## src/rtl/u111_bus_arbiter.sv

```systemverilog
// Local-bus arbiter between the 68040 and the PCI DMA bridge. The bus is parked on
// the CPU and lent to DMA only on request, with a tenure limit and a grant watchdog.
module u111_bus_arbiter #(
    parameter int unsigned MAX_TENURE    = 64,
    parameter int unsigned GRANT_TIMEOUT = 16
) (
    input  logic       CLK40,
    input  logic       RESETn,
    input  logic       BR_CPUn,
    input  logic       LOCKn,
    input  logic       BBn,
    input  logic       CYCLE_BUSY,
    input  logic       DMA_REQn,
    output logic       BG_CPUn,
    output logic       DMA_GNTn,
    output logic       DMA_PREEMPT,
    output logic [1:0] OWNER,
    output logic       GRANT_FAULT,
    output logic [2:0] STATE_DBG
);

    // Request/grant handshake: DMA_REQn low asks for the bus; DMA_GNTn low offers it;
    // the bridge accepts by pulling BBn low. Ownership ends when DMA_REQn goes high,
    // and the CPU is re-granted only after BBn is seen high again.
    typedef enum logic [2:0] {
        CPU_OWN    = 3'd0,
        HANDOFF    = 3'd1,
        GRANT_WAIT = 3'd2,
        DMA_OWN    = 3'd3,
        RETURN     = 3'd4
    } state_e;

    localparam logic [7:0] TENURE_LIM = 8'(MAX_TENURE - 1);
    localparam logic [7:0] GRANT_LIM  = 8'(GRANT_TIMEOUT - 1);

    state_e     state_q, state_d;
    logic [7:0] timer_q, timer_d;
    logic [7:0] tenure_q, tenure_d;
    logic       bg_q, bg_d;
    logic       gnt_q, gnt_d;
    logic       pre_q, pre_d;
    logic [1:0] owner_q, owner_d;
    logic       fault_q, fault_d;

    function automatic logic [7:0] sat_inc(input logic [7:0] v);
        return (v == 8'hFF) ? v : v + 8'd1;
    endfunction

    // State and registered outputs.
    always_ff @(posedge CLK40 or negedge RESETn) begin
        if (!RESETn) begin
            state_q  <= CPU_OWN;
            timer_q  <= 8'd0;
            tenure_q <= 8'd0;
            bg_q     <= 1'b0;
            gnt_q    <= 1'b1;
            pre_q    <= 1'b0;
            owner_q  <= 2'b00;
            fault_q  <= 1'b0;
        end else begin
            state_q  <= state_d;
            timer_q  <= timer_d;
            tenure_q <= tenure_d;
            bg_q     <= bg_d;
            gnt_q    <= gnt_d;
            pre_q    <= pre_d;
            owner_q  <= owner_d;
            fault_q  <= fault_d;
        end
    end

    // Next-state and counter logic.
    always_comb begin
        state_d  = state_q;
        timer_d  = timer_q;
        tenure_d = tenure_q;
        case (state_q)
            CPU_OWN: begin
                if (!DMA_REQn && LOCKn && !CYCLE_BUSY) state_d = HANDOFF;
            end
            HANDOFF: begin
                if (DMA_REQn) begin
                    state_d = CPU_OWN;
                end else if (BBn && !CYCLE_BUSY) begin
                    state_d = GRANT_WAIT;
                    timer_d = 8'd0;
                end
            end
            GRANT_WAIT: begin
                timer_d = sat_inc(timer_q);
                if (!BBn) begin
                    state_d  = DMA_OWN;
                    tenure_d = 8'd0;
                end else if (DMA_REQn) begin
                    state_d = RETURN;
                end else if (timer_q >= GRANT_LIM) begin
                    state_d = RETURN;
                end
            end
            DMA_OWN: begin
                tenure_d = sat_inc(tenure_q);
                if (DMA_REQn) state_d = RETURN;
            end
            RETURN: begin
                if (BBn) state_d = CPU_OWN;
            end
            default: state_d = CPU_OWN;
        endcase
    end

    // Output next values, derived from the upcoming state so every output is a flop.
    always_comb begin
        bg_d    = (state_d != CPU_OWN);
        gnt_d   = !((state_d == GRANT_WAIT) || (state_d == DMA_OWN));
        owner_d = 2'b00;
        case (state_d)
            CPU_OWN:    owner_d = 2'b00;
            HANDOFF:    owner_d = 2'b01;
            GRANT_WAIT: owner_d = 2'b01;
            DMA_OWN:    owner_d = 2'b10;
            RETURN:     owner_d = 2'b11;
            default:    owner_d = 2'b00;
        endcase
        // Only the watchdog path out of GRANT_WAIT has BBn high and DMA_REQn still low.
        fault_d = (state_q == GRANT_WAIT) && (state_d == RETURN) && BBn && !DMA_REQn;
        pre_d   = (state_d == DMA_OWN) &&
                  (pre_q || ((state_q == DMA_OWN) && !BR_CPUn && (tenure_q >= TENURE_LIM)));
    end

    assign BG_CPUn     = bg_q;
    assign DMA_GNTn    = gnt_q;
    assign DMA_PREEMPT = pre_q;
    assign OWNER       = owner_q;
    assign GRANT_FAULT = fault_q;
    assign STATE_DBG   = state_q;

endmodule
```

## config.mk

```make
export PLATFORM = sky130hd
export DESIGN_NAME = u111_bus_arbiter
export DESIGN_NICKNAME = d
export VERILOG_FILES = /design/src/rtl/u111_bus_arbiter.sv
export SDC_FILE = /design/constraint.sdc
export NUM_CORES = 1
export LEC_CHECK = 0
export ABC_CLOCK_PERIOD_IN_PS = 2100
export CORE_MARGIN = 1.5
export CORE_UTILIZATION = 40
export DETAILED_ROUTE_END_ITERATION = 10
export SLEW_MARGIN = 10
export SYNTH_ARGS = -nofsm -noshare
export SYNTH_HDL_FRONTEND = slang
export SYNTH_SLANG_ARGS = --single-unit
```

## constraint.sdc

```tcl
create_clock -name CLK40 -period 2.1 [get_ports CLK40]
set_clock_uncertainty 0.15 [all_clocks]
set_input_delay 0.42 -clock CLK40 [delete_from_list [all_inputs] [get_ports CLK40]]
set_output_delay 0.42 -clock CLK40 [all_outputs]
set_load 0.05 [all_outputs]
```

==> flow_metrics.py, run 1 <==
metrics = {
    "placement": {
        "dp_cells": 204,
        "gp_congestion": 0.827,
        "portBuffers": 15,
        "hpwlAfterDp_um": 2060,
    },
    "detailed_routing": {
        "num_vias": 1081,
        "post-route-drc-count": 0,
        "via_per_inst": 5.20,
        "firstDrtPassIters": 4,
        "first_iter_violations": 41,
        "avgRoutedWirePerCell_um": 13.1,
        "routed_wl_um": 2730,
        "antenna_left": 0,
    },
    "sta": {
        "layout_min_cycle_time_ns": 2.06,
        "timing.final.crit_share_pct": 98.2,
        "fmax_ghz": 0.485,
        "hold_ws_ns": 0.284,
        "rsz0062_at_grt": "no",
        "hold_violations": 0,
        "tns_ns": 0,
        "slew_viol_final": 0,
        "slew_headroom_pct": 66.0,
        "max_slew.worst_pin.slew_ns": 0.508,
        "finalSetupViolCount": 0,
    },
    "outcome": {
        "status": "finished, final reports clean",
    },
    "synthesis": {
        "synth_compound_area_share_pct": 14.6,
        "syn-num-nets": 142,
        "synth_top_area_share_pct": 45.2,
        "yosysTopAreaCell": "dfrtp_1",
        "synthSimpleGateAreaFrac_pct": 26.6,
        "synth_area_per_cell_um2": 9.99,
        "syn_inst": 133,
        "synthAdderAreaFrac_pct": 1.88,
        "ys_ff_latch": 25,
        "yosys.area_share.xor_xnor_pct": 4.61,
        "ys_warn_count": 0,
        "synth-seq-area-share_pct": 47.2,
        "synth_area_leaders": "dfrtp_1, nor2_1, nand2_1",
        "syn-cell-area_mm2": 0.00133,
        "synth_cell_types": 42,
        "synth_top_family_by_area": "simple AND/OR/NAND/NOR gates",
        "synth_mux_area_share_pct": 1.69,
    },
    "die": {
        "core.rowCount": 20,
        "design.die.area_mm2": 0.00368,
        "start_util_pct": 42.8,
        "die_w_um": 60.6,
        "die_h_um": 60.6,
        "pin_count": 16,
        "coreArea_mm2": 0.00310,
    },
    "clock_network": {
        "post-cts-setup-buffers": 0,
        "worstSkewPairLatency_ns": 0.32,
        "numCtsBuffers": 3,
        "cts_root_buf": "clkbuf_4",
        "cts_buffer_depth": 2,
        "clk_pin_slew_ns": 0.14,
        "cts_tree": "yes",
        "ctsHtreeMaxLevel": 1,
        "cts_resized": 0,
        "clock-sinks": 25,
        "cts-hold-fix-buffers": 0,
    },
    "critical_path": {
        "max_stage_delay_ns": 0.80,
        "critPathRequiredTime_ns": 1.53,
        "crit_chain": "clkdlybuf4s50_1",
        "rrSetupSlack_ns": 0.16,
        "rr_startpoint": "STATE_DBG[1]",
        "setup.worst_path.end_class": "output port",
        "cp_data_arrival_time_ns": 1.49,
        "critPathLaunchType": "flop",
        "crit_type": "reg -> out",
        "critPathTopFamily": "buffers and inverters",
        "r2r_cells": 4,
        "crit_buf_inv": 1,
        "path_max_fanout": 2,
        "reg2reg_to": "timer_q[0]",
        "critPathSlowestCell": "clkdlybuf4s50_1",
        "crit_cells": 1,
    },
    "layout": {
        "syn_to_final_growth_pct": 24.1,
        "layout_commonest_cell": "dfrtp_1",
        "final_cell_mix": "dfrtp_1, nor2_1, buf_4, nand2_1, clkdlybuf4s50_1",
        "diodes": 0,
        "multi_input_area_um2": 657,
        "fin_cells": 208,
        "regArea_um2": 627,
        "drive_above_1_share_pct": 20.7,
        "final_nets": 174,
        "fillCellCount": 304,
    },
    "worst_hold_path": {
        "holdCritPathClass": "in -> async",
    },
    "global_route": {
        "grt_pass1_vias": 1101,
        "grt_max_degree": 26,
        "overflow": 0,
        "antenna_found_initial": 0,
        "grt_pass1_wl_um": 4780,
        "grt_usage_pct": 17.3,
    },
    "pwr": {
        "peakVddDrop_mv": 0.419,
        "p_leak_uw": 0.000714,
        "power_density_mw_per_mm2": 825,
    },
    "run": {
        "maxCapViolCount": 0,
    },
}
area by class of cell:
cell class | instances | share of cell area [%]
Clock buffer | 4 | 1.59
Tap cell | 44 | 3.34
Timing Repair Buffer | 29 | 15.6
Sequential cell | 25 | 38.0
Inverter | 7 | 1.59
Multi-Input combinational cell | 99 | 39.8
cell usage after synthesis, drive strengths merged:
master  number
or4b         2
mux2         2
o21a         1
xor2         3
nand2       12
o221ai       1
inv          7
nor2b        2
buf          2
o41ai        1
dfstp        1
a21oi        6
nor3         3
a31oi        3
or3          4
nor4         3
o21ai        9
o31ai        1
ha           2
or3b         1
nor3b        2
or2          1
nand2b       1
a22o         1
o211ai       1
xnor2        4
nand3        5
and3         2
and2         2
dfrtp       24
nand3b       1
nand4        4
nor2        17
a21bo        1
a21o         1
per-layer routing:
layer | wire length (µm) | GRT usage, % | vias to the layer above
li1 | - | - | 536
met3 | 70 | 1.92 | 4
met1 | 1270 | 23.1 | 526
met4 | 50 | 7.45 | 0
met2 | 1330 | 28.4 | 15
met5 | 0 | 0 | -
logic make-up after synthesis:
family | Yosys count
compound gates | 26
xor+xnor | 7
fa+ha+maj | 2
buf+inv | 9
flops | 25
mux | 2
simple gates | 62
worst max path at each step:
stage | startpoint | endpoint | slack (ns)
3_5_place_dp | BBn | OWNER[0] | -0.07
2_1_floorplan | STATE_DBG[1] | OWNER[0] | 0.07
6_report | DMA_PREEMPT | DMA_PREEMPT | 0.04
5_1_grt | DMA_PREEMPT | DMA_PREEMPT | 0.002
4_1_cts | DMA_PREEMPT | DMA_PREEMPT | 0.03
3_3_place_gp | BBn | OWNER[0] | -0.05
metrics by stage:
| stage | util, % | setup slack [ns] | cell area, µm² | total power [µW] |
|---|---|---|---|---|
| 2_1_floorplan | - | 0.0728 | 1330 | 995 |
| 4_1_cts | 53.1 | 0.0274 | 1650 | 1370 |
| 3_5_place_dp | 52.3 | -0.0727 | 1620 | 1150 |
| 5_1_grt | 53.1 | 0.00221 | 1650 | 1450 |
| 3_3_place_gp | 52.3 | -0.0529 | 1620 | 1130 |
| 6_report | 53.1 | 0.0371 | 1650 | 1360 |
registers in the layout, summed over array words and instances (netlist names):
name	cells
BG_CPUn	1
OWNER	2
DMA_PREEMPT	1
tenure_q	8
STATE_DBG	3
timer_q	8
GRANT_FAULT	1
DMA_GNTn	1
where the power goes:
group	leakage, µW	switching [µW]	internal (µW)
Clock	0.0000150	144	74.4
Combinational	0.000371	216	195
Sequential	0.000328	135	596
Power figures use the tool's default switching activity.
==> inputs of run 2 (changes only) <==
Settings changed: ABC_AREA set to 1, CORE_MARGIN 1.5 to 2, SLEW_MARGIN 10 to 40.
==> flow_metrics.py, run 2 <==
metrics = {
    "clock_network": {
        "cts_tree": "yes",
        "clk_pin_slew_ns": 0.15,
        "cts-hold-fix-buffers": 0,
        "cts_buffer_depth": 2,
        "numCtsBuffers": 3,
        "post-cts-setup-buffers": 0,
        "clock-sinks": 25,
        "worstSkewPairLatency_ns": 0.33,
        "ctsHtreeMaxLevel": 1,
        "cts_root_buf": "clkbuf_4",
        "cts_resized": 0,
    },
    "layout": {
        "layout_commonest_cell": "nand2_1",
        "regArea_um2": 627,
        "utilization_pct": 49.1,
        "drive_above_1_share_pct": 19.9,
        "final_cell_mix": "nand2_1, dfrtp_1, inv_1, nand3_1, nor2_1",
        "syn_to_final_growth_pct": 16.0,
        "final_nets": 211,
        "diodes": 0,
        "multi_input_area_um2": 704,
        "fillCellCount": 354,
    },
    "pwr": {
        "p_seq_share_pct": 55.3,
        "p_int_uw": 744,
        "peakVddDrop_mv": 0.307,
        "switchingPower_uw": 387,
        "p_comb_share_pct": 25.3,
        "p_leak_uw": 0.000870,
        "p_total_uw": 1130,
        "sw_frac_of_total_pct": 34.2,
        "power_density_mw_per_mm2": 674,
        "p_clk_share_pct": 19.3,
    },
    "detailed_routing": {
        "routed_wl_um": 2800,
        "num_vias": 1196,
        "avgRoutedWirePerCell_um": 11.3,
        "first_iter_violations": 49,
        "via_per_inst": 4.84,
        "firstDrtPassIters": 4,
        "antenna_left": 0,
        "post-route-drc-count": 0,
    },
    "synthesis": {
        "synth_top_flop_cell": "dfrtp_1",
        "async_flop_share_pct": 100,
        "synth-edff-count": 0,
        "synth_cell_types": 30,
        "synth_commonest_cells": "nand2_1, dfrtp_1, inv_1",
        "yosysTopAreaCell": "dfrtp_1",
        "syn-num-nets": 191,
        "ys_ff_latch": 25,
        "ys_warn_count": 0,
        "synth_area_leaders": "dfrtp_1, nand2_1, nand3_1",
        "synth_top_area_share_pct": 41.5,
        "synth-seq-area-share_pct": 43.3,
        "syn-cell-area_mm2": 0.00145,
        "synth_area_per_cell_um2": 7.95,
        "synth_most_common_cell": "nand2_1",
        "syn_inst": 182,
    },
    "sta": {
        "slew_viol_final": 0,
        "hold_violations": 0,
        "layout_min_cycle_time_ns": 2.02,
        "max_slew.worst_pin.slew_ns": 0.504,
        "timing.final.crit_share_pct": 96.2,
        "finalSetupViolCount": 0,
        "slew_headroom_pct": 66.3,
        "rsz0062_at_grt": "no",
        "fmax_ghz": 0.495,
        "tns_ns": 0,
    },
    "global_route": {
        "overflow": 0,
        "antenna_found_initial": 0,
        "grt_usage_pct": 15.3,
        "grt_pass1_wl_um": 4920,
        "grt_pass1_vias": 1091,
        "grt_max_degree": 26,
    },
    "die": {
        "pin_count": 16,
        "design.die.area_mm2": 0.00411,
        "coreArea_mm2": 0.00342,
        "core.rowCount": 21,
        "start_util_pct": 42.3,
        "die_w_um": 64.1,
        "die_h_um": 64.1,
    },
    "critical_path": {
        "critPathSlowestCell": "clkdlybuf4s50_1",
        "crit_buf_inv": 1,
        "path_max_fanout": 1,
        "setup.worst_path.end_class": "output port",
        "max_stage_delay_ns": 0.80,
        "critPathLaunchType": "flop",
        "crit_type": "reg -> out",
        "crit_chain": "clkdlybuf4s50_1",
        "critPathRequiredTime_ns": 1.53,
        "critPathTopFamily": "buffers and inverters",
        "cp_data_arrival_time_ns": 1.45,
    },
    "placement": {
        "portBuffers": 15,
        "gp_congestion": 0.864,
        "hpwlAfterDp_um": 2140,
    },
    "outcome": {
        "status": "finished, final reports clean",
    },
    "worst_hold_path": {
        "holdCritPathClass": "in -> async",
    },
    "run": {
        "maxCapViolCount": 0,
    },
}
run 2: cell types whose count changed in the layout (fill, tap and decap cells not counted), moves of 4 or more:
cell,previous run,this run
nand2_1,12,44
nand3_1,5,18
inv_2,0,7
or3_1,4,0
clkdlybuf4s50_1,11,7
nor2_2,0,4
o21ai_1,2,9
o21ai_0,5,1
dlymetal6s2s_1,0,4
a21oi_1,6,2
buf_4,17,5
inv_1,7,19
run 2: path summary, 6_finish.rpt:
path / start / end / slack [ns] / cells after the start
setup reg to reg: STATE_DBG[2] / timer_q[7] / 0.40 / 8
min in group CLK40: DMA_PREEMPT / DMA_PREEMPT / 0.37 / 2
hold reg to reg: DMA_PREEMPT / DMA_PREEMPT / 0.37 / 2
max in group asynchronous: RESETn / DMA_GNTn / 1.22 / 2
hold / removal: RESETn / timer_q[5] / 0.28 / 2
setup / recovery: GRANT_FAULT / GRANT_FAULT / 0.08 / 1
run 2: stage by stage:
stage          instance area [µm²]  hold WS, ns  cells  worst slack, ns
2_1_floorplan                 1450      -0.0256    182            0.387
3_3_place_gp                  1640        0.341    243           0.0997
3_5_place_dp                  1640        0.349    243            0.109
4_1_cts                       1670        0.290    247           0.0201
5_1_grt                       1680        0.296    247          0.00156
6_report                      1680        0.285    247           0.0791
run 2: routing by layer:
layer	global-route usage [%]	routed length, µm	up-vias
li1	-	-	622
met1	20.2	1330	556
met2	25.1	1350	16
met3	4.40	100	2
met4	3.19	23	0
met5	0	0	-
run 2: logic make-up after synthesis:
group,after synthesis,synth area share (%)
AOI/OAI and AO/OA,19,8.30
DFF,25,43.3
xor gates and xnor gates,4,2.42
adders and majority gates,2,1.73
and+or+nand+nor,104,36.2
buffers and inverters,28,7.96
run 2: power by group through the flow:
| stage | Clock, µW | Combinational [µW] | Sequential [µW] |
|---|---|---|---|
| floorplan | 0 | 192 | 652 |
| CTS | 228 | 291 | 626 |
| finish | 219 | 287 | 626 |
| detailed placement | 0 | 290 | 636 |
| global route | 256 | 324 | 640 |
| global placement | 0 | 286 | 633 |
run 2: cell type report:
cell class              instances  share of cell area (%)
clock buffers                   3                    1.34
repair buffers                 16                    9.40
well taps                      46                    3.43
clock inverters                 1                   0.298
flip-flops and latches         25                    37.4
multi-input cells             129                    42.0
inverters                      27                    6.19
==> inputs of run 3 (changes only) <==
Settings changed: TNS_END_PERCENT set to 30.
==> results of run 3 <==
The final DEF is identical to that of run 2; final timing and power are the same.
